--- config.mk ---
export PLATFORM = sky130hd
export DESIGN_NAME = param_datapath_seq
export DESIGN_NICKNAME = d
export VERILOG_FILES = /design/src/rtl/dp_pkg.sv /design/src/rtl/dp_shifter.sv /design/src/rtl/param_datapath_seq.sv
export SDC_FILE = /design/constraint.sdc
export NUM_CORES = 1
export LEC_CHECK = 0
export CAP_MARGIN = 20
export CORE_ASPECT_RATIO = 1.5
export CORE_MARGIN = 2
export CORE_UTILIZATION = 35
export DETAILED_ROUTE_END_ITERATION = 8
export SKIP_CTS_REPAIR_TIMING = 1
export SLEW_MARGIN = 20
export SYNTH_ARGS = -nofsm -noshare
export SYNTH_HDL_FRONTEND = slang
export SYNTH_SLANG_ARGS = --single-unit
export TNS_END_PERCENT = 50
--- constraint.sdc ---
create_clock -name clk -period 7.3 [get_ports clk]
set_input_delay 1.095 -clock clk [delete_from_list [all_inputs] [get_ports clk]]
set_output_delay 1.095 -clock clk [all_outputs]
set_load 0.03 [all_outputs]
--- src/rtl/dp_pkg.sv ---
// Shared types and helpers for the parametrised sequenced datapath:
// FSM states, opcodes, shift codes and the N/V/Z status calculation.
package dp_pkg;

    typedef enum logic [2:0] {
        IDLE,
        LOADA,
        LOADB,
        EXEC,
        WB
    } state_t;

    typedef enum logic [2:0] {
        OP_MOVI = 3'b000,
        OP_MOV  = 3'b001,
        OP_ADD  = 3'b010,
        OP_CMP  = 3'b011,
        OP_AND  = 3'b100,
        OP_MVN  = 3'b101
    } op_t;

    localparam logic [1:0] SH_NONE = 2'b00;
    localparam logic [1:0] SH_LSL  = 2'b01;
    localparam logic [1:0] SH_LSR  = 2'b10;
    localparam logic [1:0] SH_ASR  = 2'b11;

    typedef struct packed {
        logic n;
        logic v;
        logic z;
    } status_t;

    function automatic logic op_is_legal(input logic [2:0] op);
        return op <= 3'b101;
    endfunction

    function automatic logic op_sets_status(input logic [2:0] op);
        return (op == OP_ADD) || (op == OP_CMP) || (op == OP_AND) || (op == OP_MVN);
    endfunction

    // Width-independent: overflow only needs the operand and result sign bits.
    function automatic status_t alu_status(
        input logic [2:0] op,
        input logic       a_msb,
        input logic       b_msb,
        input logic       r_msb,
        input logic       r_zero
    );
        status_t s;
        s.n = r_msb;
        s.z = r_zero;
        case (op)
            OP_ADD:  s.v = (a_msb == b_msb) && (r_msb != a_msb);
            OP_CMP:  s.v = (a_msb != b_msb) && (r_msb != a_msb);
            default: s.v = 1'b0;
        endcase
        return s;
    endfunction

endpackage

--- src/rtl/dp_shifter.sv ---
// Combinational B-operand shifter. Defining DP_BARREL_EN selects a barrel
// shifter driven by shamt; otherwise every shift is by exactly one bit.
module dp_shifter
    import dp_pkg::*;
#(
    parameter int DATA_W  = 16,
    parameter int SHAMT_W = 4
) (
    input  logic [DATA_W-1:0]  din,
    input  logic [1:0]         shift,
    input  logic [SHAMT_W-1:0] shamt,
    output logic [DATA_W-1:0]  dout
);

`ifdef DP_BARREL_EN
    logic [31:0] amt;
    logic        too_far;

    assign amt     = 32'(shamt);
    assign too_far = amt >= 32'(DATA_W);

    // NOTE: every branch assigns dout, so this block can never infer a latch.
    always_comb begin
        case (shift)
            SH_LSL:  dout = too_far ? '0 : din << amt;
            SH_LSR:  dout = too_far ? '0 : din >> amt;
            SH_ASR:  dout = $signed(din) >>> amt;
            default: dout = din;
        endcase
    end
`else
    logic shamt_unused;

    assign shamt_unused = ^shamt;

    always_comb begin
        case (shift)
            SH_LSL:  dout = {din[DATA_W-2:0], 1'b0};
            SH_LSR:  dout = {1'b0, din[DATA_W-1:1]};
            SH_ASR:  dout = {din[DATA_W-1], din[DATA_W-1:1]};
            default: dout = din;
        endcase
    end
`endif

endmodule

--- src/rtl/param_datapath_seq.sv ---
// Sequenced register-file datapath: accepts one command per valid/ready
// handshake and walks LOADA/LOADB/EXEC/WB itself. Optional DP_BARREL_EN.
module param_datapath_seq
    import dp_pkg::*;
#(
    parameter  int DATA_W  = 16,
    parameter  int NREGS   = 8,
    parameter  int IMM_W   = 8,
    parameter  int SHAMT_W = 4,
    localparam int RN_W    = $clog2(NREGS)
) (
    input  logic               clk,
    input  logic               reset,
    input  logic               cmd_valid,
    output logic               cmd_ready,
    input  logic [2:0]         cmd_op,
    input  logic [RN_W-1:0]    cmd_rd,
    input  logic [RN_W-1:0]    cmd_rn,
    input  logic [RN_W-1:0]    cmd_rm,
    input  logic [1:0]         cmd_shift,
    input  logic [SHAMT_W-1:0] cmd_shamt,
    input  logic [IMM_W-1:0]   cmd_imm,
    output logic               done,
    output logic               err,
    output logic [DATA_W-1:0]  datapath_out,
    output logic               N,
    output logic               V,
    output logic               Z,
    input  logic [RN_W-1:0]    dbg_rnum,
    output logic [DATA_W-1:0]  dbg_rdata
);

    state_t              state;
    logic [2:0]          op_q;
    logic [RN_W-1:0]     rd_q;
    logic [RN_W-1:0]     rn_q;
    logic [RN_W-1:0]     rm_q;
    logic [1:0]          shift_q;
    logic [SHAMT_W-1:0]  shamt_q;
    logic [IMM_W-1:0]    imm_q;
    logic [DATA_W-1:0]   reg_a;
    logic [DATA_W-1:0]   reg_b;
    logic [DATA_W-1:0]   reg_c;
    status_t             status_q;
    logic [DATA_W-1:0]   rf [NREGS];

    logic [DATA_W-1:0]   b_shifted;
    logic [DATA_W-1:0]   imm_ext;
    logic [DATA_W-1:0]   alu_res;
    status_t             alu_st;

    dp_shifter #(
        .DATA_W  (DATA_W),
        .SHAMT_W (SHAMT_W)
    ) u_shifter (
        .din   (reg_b),
        .shift (shift_q),
        .shamt (shamt_q),
        .dout  (b_shifted)
    );

    assign imm_ext = DATA_W'($signed(imm_q));

    always_comb begin
        alu_res = '0;
        case (op_q)
            OP_MOVI: alu_res = imm_ext;
            OP_MOV:  alu_res = b_shifted;
            OP_ADD:  alu_res = reg_a + b_shifted;
            OP_CMP:  alu_res = reg_a - b_shifted;
            OP_AND:  alu_res = reg_a & b_shifted;
            OP_MVN:  alu_res = ~b_shifted;
            default: alu_res = '0;
        endcase
    end

    assign alu_st = alu_status(op_q, reg_a[DATA_W-1], b_shifted[DATA_W-1],
                               alu_res[DATA_W-1], alu_res == '0);

    // NOTE: all state uses <= so every register samples pre-edge values.
    always_ff @(posedge clk) begin
        if (reset) begin
            state    <= IDLE;
            op_q     <= '0;
            rd_q     <= '0;
            rn_q     <= '0;
            rm_q     <= '0;
            shift_q  <= '0;
            shamt_q  <= '0;
            imm_q    <= '0;
            reg_a    <= '0;
            reg_b    <= '0;
            reg_c    <= '0;
            status_q <= '0;
            done     <= 1'b0;
            err      <= 1'b0;
            // NOTE: the register file must clear on reset, so it maps to flops, not RAM.
            for (int i = 0; i < NREGS; i++) begin
                rf[i] <= '0;
            end
        end else begin
            done <= 1'b0;
            err  <= 1'b0;
            case (state)
                IDLE: begin
                    if (cmd_valid) begin
                        op_q    <= cmd_op;
                        rd_q    <= cmd_rd;
                        rn_q    <= cmd_rn;
                        rm_q    <= cmd_rm;
                        shift_q <= cmd_shift;
                        shamt_q <= cmd_shamt;
                        imm_q   <= cmd_imm;
                        if (!op_is_legal(cmd_op)) begin
                            err <= 1'b1;
                        end else if (cmd_op == OP_MOVI) begin
                            state <= EXEC;
                        end else if (cmd_op == OP_MOV || cmd_op == OP_MVN) begin
                            reg_a <= '0;
                            state <= LOADB;
                        end else begin
                            state <= LOADA;
                        end
                    end
                end
                LOADA: begin
                    reg_a <= rf[rn_q];
                    state <= LOADB;
                end
                LOADB: begin
                    reg_b <= rf[rm_q];
                    state <= EXEC;
                end
                EXEC: begin
                    if (op_q != OP_CMP) begin
                        reg_c <= alu_res;
                    end
                    if (op_sets_status(op_q)) begin
                        status_q <= alu_st;
                    end
                    done  <= 1'b1;
                    state <= WB;
                end
                WB: begin
                    if (op_q != OP_CMP) begin
                        rf[rd_q] <= reg_c;
                    end
                    state <= IDLE;
                end
                default: state <= IDLE;
            endcase
        end
    end

    assign cmd_ready    = (state == IDLE);
    assign datapath_out = reg_c;
    assign N            = status_q.n;
    assign V            = status_q.v;
    assign Z            = status_q.z;
    assign dbg_rdata    = rf[dbg_rnum];

endmodule

# Yosys cells after proc, flatten, opt, wreduce, memory -nomap -nowiden
# Memories as Yosys holds them, arrays and structs flattened. A register that Yosys moved wholly into a read port is not among the register bits.
# Index checks and enable logic that the tools add are counted.
# classes
add_sub_neg,2
magnitude_cmp,1
n_eq_ne,22
n_mux,26
n_bitwise,4
n_reduce_logical,18
# op_table
op,n
$pmux W16 S6,1
$mux W16,5
$pmux W16 S3,1
$pmux W16 S2,1
$add A16 B16 Y16,1
$and A16 B16 Y16,1
$logic_not A16 Y1,1
$not A16 Y16,1
$reduce_or A16 Y1,1
$sub A16 B16 Y16,1
$mux W3,5
$eq A3 B2 Y1 const B,4
$eq A3 B3 Y1 const B,4
$pmux W3 S4,1
$eq A3 B1 Y1 const B,3
$logic_not A3 Y1,3
$mux W1,9
$reduce_and A2 Y1,4
$reduce_and A5 Y1,1
$eq A2 B2 Y1 const B,2
$logic_or A1 B1 Y1,4
$mux W2,2
$ne A2 B1 Y1 const B,2
$ne A2 B2 Y1 const B,2
other kinds (10),13
# totals
ff_bits,62
ram_bits,128
input_bits,32
out_inout_bits,38
elab_cells,88
n_memories,1
# mem_list
memory,depth,width,rd,rd_clocked_by_memory_dff,write_ports,line,rtl
rf,8,16,3,2,8,param_datapath_seq.sv:45,logic [DATA_W-1:0] rf [NREGS];

# Longest topological paths before layout
# Gate-level depths: netlist (run 1).
# logic_depth
depth_word,7
ltp_mapped,23
mapped_depth_nobuf,20

# Hierarchy
# A second synthesis (run 1) with hierarchy kept.
# hier_totals
cells_unflattened,1103
area_unflattened_um2,12680.9
# modules_own_cells
mod,instances,cells_each,area_per_inst_um2,seq_area_each_um2
param_datapath_seq,1,1051,12340.6,5545.3
dp_shifter,1,52,340.3,0.0

# Worst setup path after synthesis (run 1)
# OpenSTA, ideal clock, no wires.
# synth_path
path_type,reg-to-reg
start,register shift_q[0]
end,"register status_q, in the netlist Z"
setup_time_ns,0.061
t_arrival_ns,3.843
required_ns,7.239
setup_slack_ns,3.396
path_stages_with_launch,19
n_path_buf,2
period_less_slack_ns,3.904
cell_sequence,dfxtp_1 buf_4 buf_6 mux2_1 o21ai_2 ha_1 inv_1 nor3_1 nor2_1 xor2_1 ha_1 a211oi_2 o21ai_0 or4_1 a211o_1 a31oi_1 nand3_1 nor4_1 a32o_1
# synth_between
elab_chain_len,5
word_cells_on_any_way,10
classes_between,add/sub: 2; eq/ne: 3; mux: 2; bitwise: 2; reduce/logical: 1
# synth_rtl
item,line,rtl
start: declaration,param_datapath_seq.sv:38,logic [1:0] shift_q;
start signal: assignment,param_datapath_seq.sv:111,shift_q <= cmd_shift;
$eq A2 B2 Y1 or $eq A2 B1 Y1 (tied branches),dp_shifter.sv:37,case (shift)
$pmux W16 S3 (*),dp_shifter.sv:37,
"$sub A16 B16 Y16, or another cell as far along",param_datapath_seq.sv:70,OP_CMP: alu_res = reg_a - b_shifted;
$pmux W16 S6 (*),param_datapath_seq.sv:66,case (op_q)
$logic_not A16 Y1 (*),param_datapath_seq.sv:78,"alu_res[DATA_W-1], alu_res == '0);"
end signal: assignment,param_datapath_seq.sv:139,status_q <= alu_st;
end: declaration,param_datapath_seq.sv:44,status_t status_q;
# Every way passes the cells marked *; elsewhere a longest branch is shown, timed or not.
# A chain may end at the register's enable or synchronous reset.

# Worst setup path in the final report (run 1)
# layout_path
start,register shift_q[1]
end,"register status_q, in the netlist Z"
# The elaborated chain is that of the path after synthesis.

==> impl_metrics.json, run 1 <==
{
  "synth_warnings": 0,
  "synth-edff-count": 128,
  "arrival_ns": 5.48,
  "finalSetupViolCount": 0,
  "numPortBuffers": 65,
  "worstSkewPairLatency_ns": 0.52,
  "dpl.hpwl_mm": 25.02,
  "drt_wl_total_mm": 36.06,
  "tns_ns": 0,
  "yosys.area.top_type": "edfxtp_1",
  "antenna_found_initial": 0,
  "std_cell_rows": 85,
  "gp_routability_congestion": 0.9192,
  "post-route-period-util_pct": 68.76,
  "critical_path_required_ns": 7.76,
  "synthDistinctLibCells": 73,
  "crit_buf_inv": 2,
  "leakage_nw": 4.973,
  "fin_cells": 1636,
  "drc_errors": 0,
  "timing.final.hold_violations": 0,
  "fp.dieH_um": 237.6,
  "synth_top_flop_cell": "edfxtp_1",
  "synth.avg_cell_area_um2": 11.42,
  "cp_slowest_cell": "dfxtp_2",
  "path_cells": "nor3b_1 -> a21o_1 -> inv_1 -> ha_1 -> inv_1 -> nor3_1 -> nand3_1 -> nor3_1 -> a21oi_1 -> xor2_1 -> ha_1 -> nor3_1 -> nand3_1 -> o221ai_1 -> a21oi_1 -> xnor2_1 -> o21ai_2 -> nor4_1 -> a32o_1",
  "design_area_um2": 14520,
  "area_growth_pct": 14.05,
  "cp_slowest_stage_delay_ns": 0.98,
  "ir_drop_mv": 0.1758,
  "synth_area_leaders": "edfxtp_1 (30%), mux4_2 (17%), dfxtp_1 (13%), and2_1 (6.4%), mux2_2 (3.2%)",
  "drt_iter0_drc": 669,
  "rsz0062_at_grt": "false",
  "worst_setup_path_start_kind": "flip-flop",
  "crit_family": "simple AND/OR/NAND/NOR gates",
  "cts_sinks": 209,
  "diodes": 0,
  "routed_via_density": 5.495,
  "place_area_um2": 13790,
  "fmax_mhz": 199.2,
  "drt_pass1_iterations": 5,
  "syn_nets": 1168,
  "floorplan.initialDensity_pct": 35.51,
  "skew_ns": 0.01122,
  "syn_inst": 1115,
  "detail_route.wl_per_cell_um": 22.04,
  "numCtsBuffers": 22,
  "clk_pin_slew_ns": 0.06,
  "multi_input_area_um2": 6857,
  "cts_tree": "done",
  "r2r_slack_ns": 2.28,
  "path_common_cell": "nor3_1",
  "final_common_cell": "and2_1",
  "path_max_fanout": 45,
  "placed_cells": 1596,
  "vias": 8990,
  "layout_common_cells": "and2_1 (130), edfxtp_1 (128), nor2_1 (96), mux4_2 (96), dfxtp_1 (78)",
  "path_class": "reg -> reg",
  "grt_usage_pct": 19.11,
  "grt_max_degree": 66,
  "period_minus_slack_ns": 5.019,
  "max_cap_viol_count": 0,
  "grt_pass1_vias": 9312,
  "dieArea_um2": 37940,
  "ctsHtreeMaxLevel": 1,
  "outcome": "complete, no violations",
  "clockBufferDepth": 3,
  "antenna_left": 0,
  "relSlewSlack_pct": 30.92,
  "synthDominantCellAreaShare_pct": 30.20,
  "ctsRootBufferMaster": "clkbuf_16",
  "synthArstFlopShare_pct": 0,
  "power.density_nw_per_um2": 232.1,
  "synth_area_um2": 12730,
  "core_area_um2": 35840,
  "synth-seq-area-share_pct": 42.94,
  "io_pins": 70,
  "fin_nets": 1195,
  "register_area_um2": 5469,
  "worstMarginPinSlew_ns": 1.035,
  "crit_path_end_kind": "flip-flop",
  "drive_above_1_share_pct": 19.26,
  "overflow": 0,
  "total_power_w": 0.003370,
  "maxSlewViolCount": 0,
  "fillCellCount": 3440,
  "ys_ff_latch": 209,
  "fp.dieW_um": 159.7,
  "grt_pass1_wl_mm": 55.55,
  "hold_path_class": "reg -> reg"
}
## area by class of cell
cell class | count | area share (%)
flip-flops and latches | 209 | 37.67
clock inverters | 14 | 0.9050
well taps | 478 | 4.120
inverters | 17 | 0.4396
clock buffers | 26 | 4.111
repair buffers | 87 | 5.516
multi-input cells | 805 | 47.23
## per-stage QoR
step	hold slack [ns]	utilization, %	setup slack (ns)
finish	0.4524	40.50	2.281
global route	0.4851	40.50	1.926
CTS	0.4586	40.51	2.357
detailed placement	0.4444	38.48	2.394
global placement	0.4359	38.48	2.400
floorplan	0.4316	-	3.396
## cells by family after synthesis
group,synth area share (%)
mux,23.35
simple gates,15.58
flops,42.94
buf+inv,3.372
compound gates,10.65
xor+xnor,1.995
fa+ha+maj,2.123
## per-layer routing
metal / vias to the layer above / global-route usage, % / wire [µm]
li1: 4241 / - / -
met1: 4475 / 21.04 / 13750
met2: 196 / 36.86 / 19710
met3: 78 / 1.780 / 1022
met4: 0 / 8.512 / 1574
met5: - / 0 / 0
## cells in the mapped netlist, types with 10 or more instances
cell	n
a211oi_1	34
a21oi_1	58
a22oi_1	23
and2_1	131
buf_1	14
clkbuf_1	58
dfxtp_1	81
edfxtp_1	128
ha_1	20
inv_1	17
mux2_2	36
mux2i_1	33
mux4_2	96
nand2_1	77
nand2b_1	13
nor2_1	98
nor3_1	10
o21ai_0	25
or2_2	10
xnor2_1	18
xor2_1	11
## flip-flops by register name, summed over array words and instances, names as in the netlist, named ones only
register,count
rm_q,3
Z,1
datapath_out,16
err,1
imm_q,8
reg_a,16
reg_b,16
done,1
N,1
V,1
op_q,3
rd_q,3
state,3
rn_q,3
shift_q,2
rf,128
## report_power, final
part / internal [W] / total, W / switching [W]
sequential: 0.00130 / 0.00138 / 0.0000744
clock: 0.000658 / 0.00114 / 0.000482
combinational: 0.000368 / 0.000852 / 0.000483
total: 0.00233 / 0.00337 / 0.00104
## worst reg2reg max path, cell delays in order, from the launching register on
cell,delay (ns)
dfxtp_2,0.98
nor3b_1,0.22
a21o_1,0.25
inv_1,0.06
ha_1,0.19
inv_1,0.07
nor3_1,0.32
nand3_1,0.23
nor3_1,0.32
a21oi_1,0.13
xor2_1,0.18
ha_1,0.24
nor3_1,0.28
nand3_1,0.11
o221ai_1,0.32
a21oi_1,0.15
xnor2_1,0.19
o21ai_2,0.15
nor4_1,0.37
a32o_1,0.21
## worst paths after layout
kind / from / endpoint / cells past startpoint
hold / removal: rn_q[0] / flip-flop / 2
setup / recovery: shift_q[1] / Z / 19
setup reg to reg: shift_q[1] / Z / 19
hold reg to reg: rn_q[0] / flip-flop / 2
Note: power is estimated with default switching activity, not from simulation.
==> inputs of run 2 (changes only) <==
==> constraint.sdc (replaced) <==
create_clock -name clk -period 4.1 [get_ports clk]
set_input_delay 0.615 -clock clk [delete_from_list [all_inputs] [get_ports clk]]
set_output_delay 0.615 -clock clk [all_outputs]
set_load 0.03 [all_outputs]
==> impl_metrics.json, run 2 (same netlist as run 1, synthesis figures left out) <==
{
  "worstSkewPairLatency_ns": 0.52,
  "fin_nets": 1232,
  "power.density_nw_per_um2": 409.5,
  "ir_drop_mv": 0.3077,
  "rsz0062_at_grt": "true",
  "design_area_um2": 14870,
  "dieArea_um2": 37940,
  "vias": 9109,
  "worstMarginPinSlew_ns": 1.077,
  "skew_ns": 0.01982,
  "path_cells": "buf_4 -> mux2_1 -> mux2i_1 -> nand2_1 -> nor3_1 -> buf_4 -> nor2_1 -> xor2_1 -> ha_1 -> a211oi_4 -> o21ai_0 -> or4_1 -> a211o_1 -> a31oi_2 -> nand3_1 -> nor4_2 -> a32o_1",
  "fmax_mhz": 251.9,
  "dpl.hpwl_mm": 25.70,
  "routed_via_density": 5.445,
  "cp_slowest_stage_delay_ns": 0.48,
  "path_max_fanout": 6,
  "path_common_cell": "buf_4",
  "max_cap_viol_count": 0,
  "timing.final.hold_violations": 0,
  "arrival_ns": 4.44,
  "area_growth_pct": 16.85,
  "drive_above_1_share_pct": 22.53,
  "core_area_um2": 35840,
  "layout_common_cells": "and2_1 (130), edfxtp_1 (128), nor2_1 (97)",
  "grt_pass1_vias": 9420,
  "crit_buf_inv": 2,
  "place_area_um2": 14080,
  "post-route-period-util_pct": 96.84,
  "relSlewSlack_pct": 28.10,
  "finalSetupViolCount": 0,
  "total_power_w": 0.006091,
  "critical_path_required_ns": 4.57,
  "fin_cells": 1673,
  "worst_setup_path_start_kind": "flip-flop",
  "ctsRootBufferMaster": "clkbuf_16",
  "numCtsBuffers": 21,
  "outcome": "complete, no violations",
  "drt_wl_total_mm": 36.77,
  "cts_sinks": 209,
  "crit_family": "simple AND/OR/NAND/NOR gates",
  "floorplan.initialDensity_pct": 35.51,
  "placed_cells": 1632,
  "largest_reg_flops": 128,
  "clockBufferDepth": 3,
  "detail_route.wl_per_cell_um": 21.98,
  "grt_usage_pct": 19.24,
  "path_class": "reg -> reg",
  "leakage_nw": 5.160,
  "std_cell_rows": 85,
  "numPortBuffers": 65,
  "overflow": 0,
  "fp.dieW_um": 159.7,
  "final_common_cell": "and2_1",
  "largest-register": "rf",
  "gp_routability_congestion": 0.9038,
  "drt_iter0_drc": 633,
  "drt_pass1_iterations": 5,
  "maxSlewViolCount": 0,
  "cts_tree": "done",
  "antenna_found_initial": 0,
  "hold_path_class": "reg -> reg",
  "fp.dieH_um": 237.6,
  "io_pins": 70,
  "crit_path_end_kind": "flip-flop",
  "period_minus_slack_ns": 3.970,
  "antenna_left": 0,
  "cp_slowest_cell": "or4_1",
  "drc_errors": 0,
  "grt_pass1_wl_mm": 55.80,
  "clk_pin_slew_ns": 0.06,
  "grt_max_degree": 59,
  "ctsHtreeMaxLevel": 1
}
## run 2: layout make-up
| class | instances | area [µm²] |
|---|---|---|
| fillers | 3439 | 20970 |
| multi-input cells | 805 | 6935 |
| flip-flops and latches | 209 | 5469 |
| repair buffers | 125 | 1120 |
| well taps | 478 | 598.1 |
| clock buffers | 25 | 540.5 |
| clock inverters | 13 | 143.9 |
| inverters | 17 | 63.81 |
| diodes | 1 | 2.502 |
## run 2: path summary, 6_finish.rpt
path | from | to | slack, ns | cells past startpoint
max | shift_q[0] | Z | 0.13 | 17
max reg2reg | shift_q[0] | Z | 0.13 | 17
min reg2reg | rn_q[1] | rn_q[1] | 0.46 | 2
min | rn_q[1] | rn_q[1] | 0.46 | 2
## run 2: tightest hold or removal path, stage by stage (launching register included)
cell	delay [ns]
dfxtp_1	0.30
nand2_1	0.05
a21oi_1	0.06
## run 2: through the flow
step                util [%]  hold WS [ns]  setup WS (ns)  TNS [ns]
floorplan                  -        0.4316         0.1961         0
global placement       39.28        0.4375         0.1022         0
detailed placement     39.28        0.4534        0.02203         0
CTS                    41.19        0.4609       0.003312         0
global route           41.49        0.4748       -0.04664  -0.08561
finish                 41.50        0.4585         0.1297         0
## run 2: report_power, final
group          internal [W]  switching [W]  total [W]
Combinational      0.000758       0.000912    0.00167
Clock               0.00113       0.000834    0.00197
Sequential          0.00232       0.000132    0.00245
## run 2: layer usage
metal / share of wire [%] / global-route usage [%] / vias to the layer above
li1: - / - / 4309
met1: 38 / 21.24 / 4490
met2: 55 / 37.32 / 225
met3: 3.3 / 1.658 / 85
met4: 3.9 / 8.237 / 0
met5: 0 / 0 / -
==> inputs of run 3 (changes only) <==
--- a/config.mk
+++ b/config.mk
@@ -5,11 +5,12 @@
 export SDC_FILE = /design/constraint.sdc
 export NUM_CORES = 1
 export LEC_CHECK = 0
-export CAP_MARGIN = 20
+export ABC_CLOCK_PERIOD_IN_PS = 4100
 export CORE_ASPECT_RATIO = 1.5
 export CORE_MARGIN = 2
-export CORE_UTILIZATION = 35
+export CORE_UTILIZATION = 55
 export DETAILED_ROUTE_END_ITERATION = 8
+export PLACE_DENSITY = 0.77
 export SKIP_CTS_REPAIR_TIMING = 1
 export SLEW_MARGIN = 20
 export SYNTH_ARGS = -nofsm -noshare
==> impl_metrics.json, run 3 (same netlist as run 1, synthesis figures left out) <==
{
  "outcome": "complete, no violations",
  "maxSlewViolCount": 0,
  "finalSetupViolCount": 0,
  "fin_nets": 1220,
  "max_cap_viol_count": 0,
  "clk_pin_slew_ns": 0.07,
  "grt_usage_pct": 28.75,
  "placed_cells": 1424,
  "layout_common_cells": "and2_1 (130), edfxtp_1 (128), nor2_1 (97)",
  "critical_path_required_ns": 4.55,
  "antenna_found_initial": 0,
  "p_sw_w": 0.001826,
  "dpl.hpwl_mm": 23.59,
  "std_cell_rows": 68,
  "antenna_left": 0,
  "wl_met3_mm": 2.375,
  "routed_via_density": 6.434,
  "fin_cells": 1462,
  "path_class": "reg -> reg",
  "clockBufferDepth": 3,
  "cts_sinks": 209,
  "timing.final.hold_violations": 0,
  "pwr-share-clk_pct": 33.0,
  "worstSkewPairLatency_ns": 0.51,
  "drt_wl_total_mm": 34.61,
  "gp_routability_congestion": 0.9526,
  "grt_max_degree": 77,
  "drc_errors": 0,
  "largest_reg_flops": 128,
  "skew_ns": 0.01698,
  "post-route-period-util_pct": 96.21,
  "overflow": 0,
  "path_cells": "buf_6 -> mux2_1 -> mux2i_1 -> nand2_1 -> nor3_4 -> nor2_1 -> xor2_1 -> ha_1 -> a211oi_2 -> or2_1 -> nand2b_1 -> or3_1 -> a31o_2 -> and4bb_1 -> nand4_1 -> nor4_2 -> a32o_1",
  "power.density_nw_per_um2": 416.1,
  "internal-power_w": 0.004224,
  "io_pins": 70,
  "grt_pass1_wl_mm": 53.33,
  "final_util_pct": 63.53,
  "detail_route.wl_per_cell_um": 23.67,
  "relSlewSlack_pct": 24.96,
  "floorplan.initialDensity_pct": 55.61,
  "worstMarginPinSlew_ns": 1.124,
  "dr_wl_met2_mm": 18.39,
  "fmax_mhz": 253.5,
  "ctsHtreeMaxLevel": 1,
  "ctsRootBufferMaster": "clkbuf_16",
  "cp_slowest_stage_delay_ns": 0.35,
  "period_minus_slack_ns": 3.945,
  "dieArea_um2": 24400,
  "combPwrFrac_pct": 26.4,
  "drt_pass1_iterations": 5,
  "swShare_pct": 30.18,
  "path_max_fanout": 10,
  "cts_tree": "done",
  "crit_family": "simple AND/OR/NAND/NOR gates",
  "vias": 9407,
  "core_area_um2": 22890,
  "hold_path_class": "reg -> reg",
  "drt_iter0_drc": 883,
  "wl_met1_mm": 12.38,
  "worst_setup_path_start_kind": "flip-flop",
  "crit_path_end_kind": "flip-flop",
  "drive_above_1_share_pct": 21.85,
  "largest-register": "rf",
  "area_growth_pct": 14.23,
  "ir_drop_mv": 0.3698,
  "numCtsBuffers": 20,
  "numPortBuffers": 65,
  "p_seq_share_pct": 40.6,
  "arrival_ns": 4.39,
  "final_common_cell": "and2_1",
  "fp.dieW_um": 128.2,
  "highest_layer": "met4",
  "cp_slowest_cell": "dfxtp_2",
  "fin_hold_ws_ns": 0.4603,
  "grt_pass1_vias": 9714,
  "fillCellCount": 1733,
  "crit_buf_inv": 1,
  "fp.dieH_um": 190.3,
  "leakage_nw": 5.146
}
==> run 3: cell types whose count changed in the layout (fill, tap and decap cells not counted), moves of 3 or more <==
cell,delta
buf_4,-11
clkbuf_8,+5
clkinv_1,-4
clkinvlp_2,-3
==> run 3: worst register-to-register path: cells and delay by family, from the launching register on <==
kind	cells	cell delay, ns
AND/OR/NAND/NOR	9	1.61
AO/OA/AOI/OAI	3	0.77
multiplexers	2	0.53
flip-flops	1	0.35
adder cells (fa/ha/maj)	1	0.32
XOR/XNOR	1	0.17
buffers and inverters	1	0.14
==> run 3: path summary, 6_finish.rpt <==
| path | startpoint | to | slack [ns] | cells past startpoint |
|---|---|---|---|---|
| worst max register to register | shift_q[0] | Z | 0.16 | 17 |
| worst min register to register | rn_q[0] | flip-flop | 0.46 | 2 |
| worst max-delay path | shift_q[0] | Z | 0.16 | 17 |
| worst min-delay path | rn_q[0] | flip-flop | 0.46 | 2 |
==> run 3: cell type report <==
class,count,area [µm²],area share (%)
multi-input cells,805,6912,47.53
flip-flops and latches,209,5470,37.62
repair buffers,114,1028,7.073
clock buffers,29,626.9,4.311
well taps,280,350.3,2.409
clock inverters,7,86.33,0.5938
inverters,17,63.81,0.4389
diodes,1,2.502,0.01721
==> run 3: layer usage <==
metal,up-vias,global-route usage [%]
li1,4276,-
met1,4622,33.94
met4,0,13.91
met3,102,3.311
met5,-,0
met2,407,51.70
==> run 3: through the flow <==
stage / setup TNS [ns] / power, W / instance area (µm²) / setup WS (ns)
2_1_floorplan: 0 / 0.003580 / 12730 / 0.1961
3_3_place_gp: 0 / 0.004013 / 13740 / 0.07759
3_5_place_dp: 0 / 0.004035 / 13740 / 0.02554
4_1_cts: 0 / 0.006010 / 14460 / 0.01023
5_1_grt: -0.2180 / 0.006269 / 14540 / -0.06622
6_report: 0 / 0.006050 / 14540 / 0.1552
==> run 3: power by group through the flow <==
stage	clock, W	combinational (W)	sequential (W)
after floorplan	0	0.00114	0.00244
after global placement	0	0.00152	0.00249
after detailed placement	0	0.00154	0.00250
after CTS	0.00201	0.00155	0.00245
after global routing	0.00209	0.00171	0.00247
final	0.00200	0.00160	0.00246
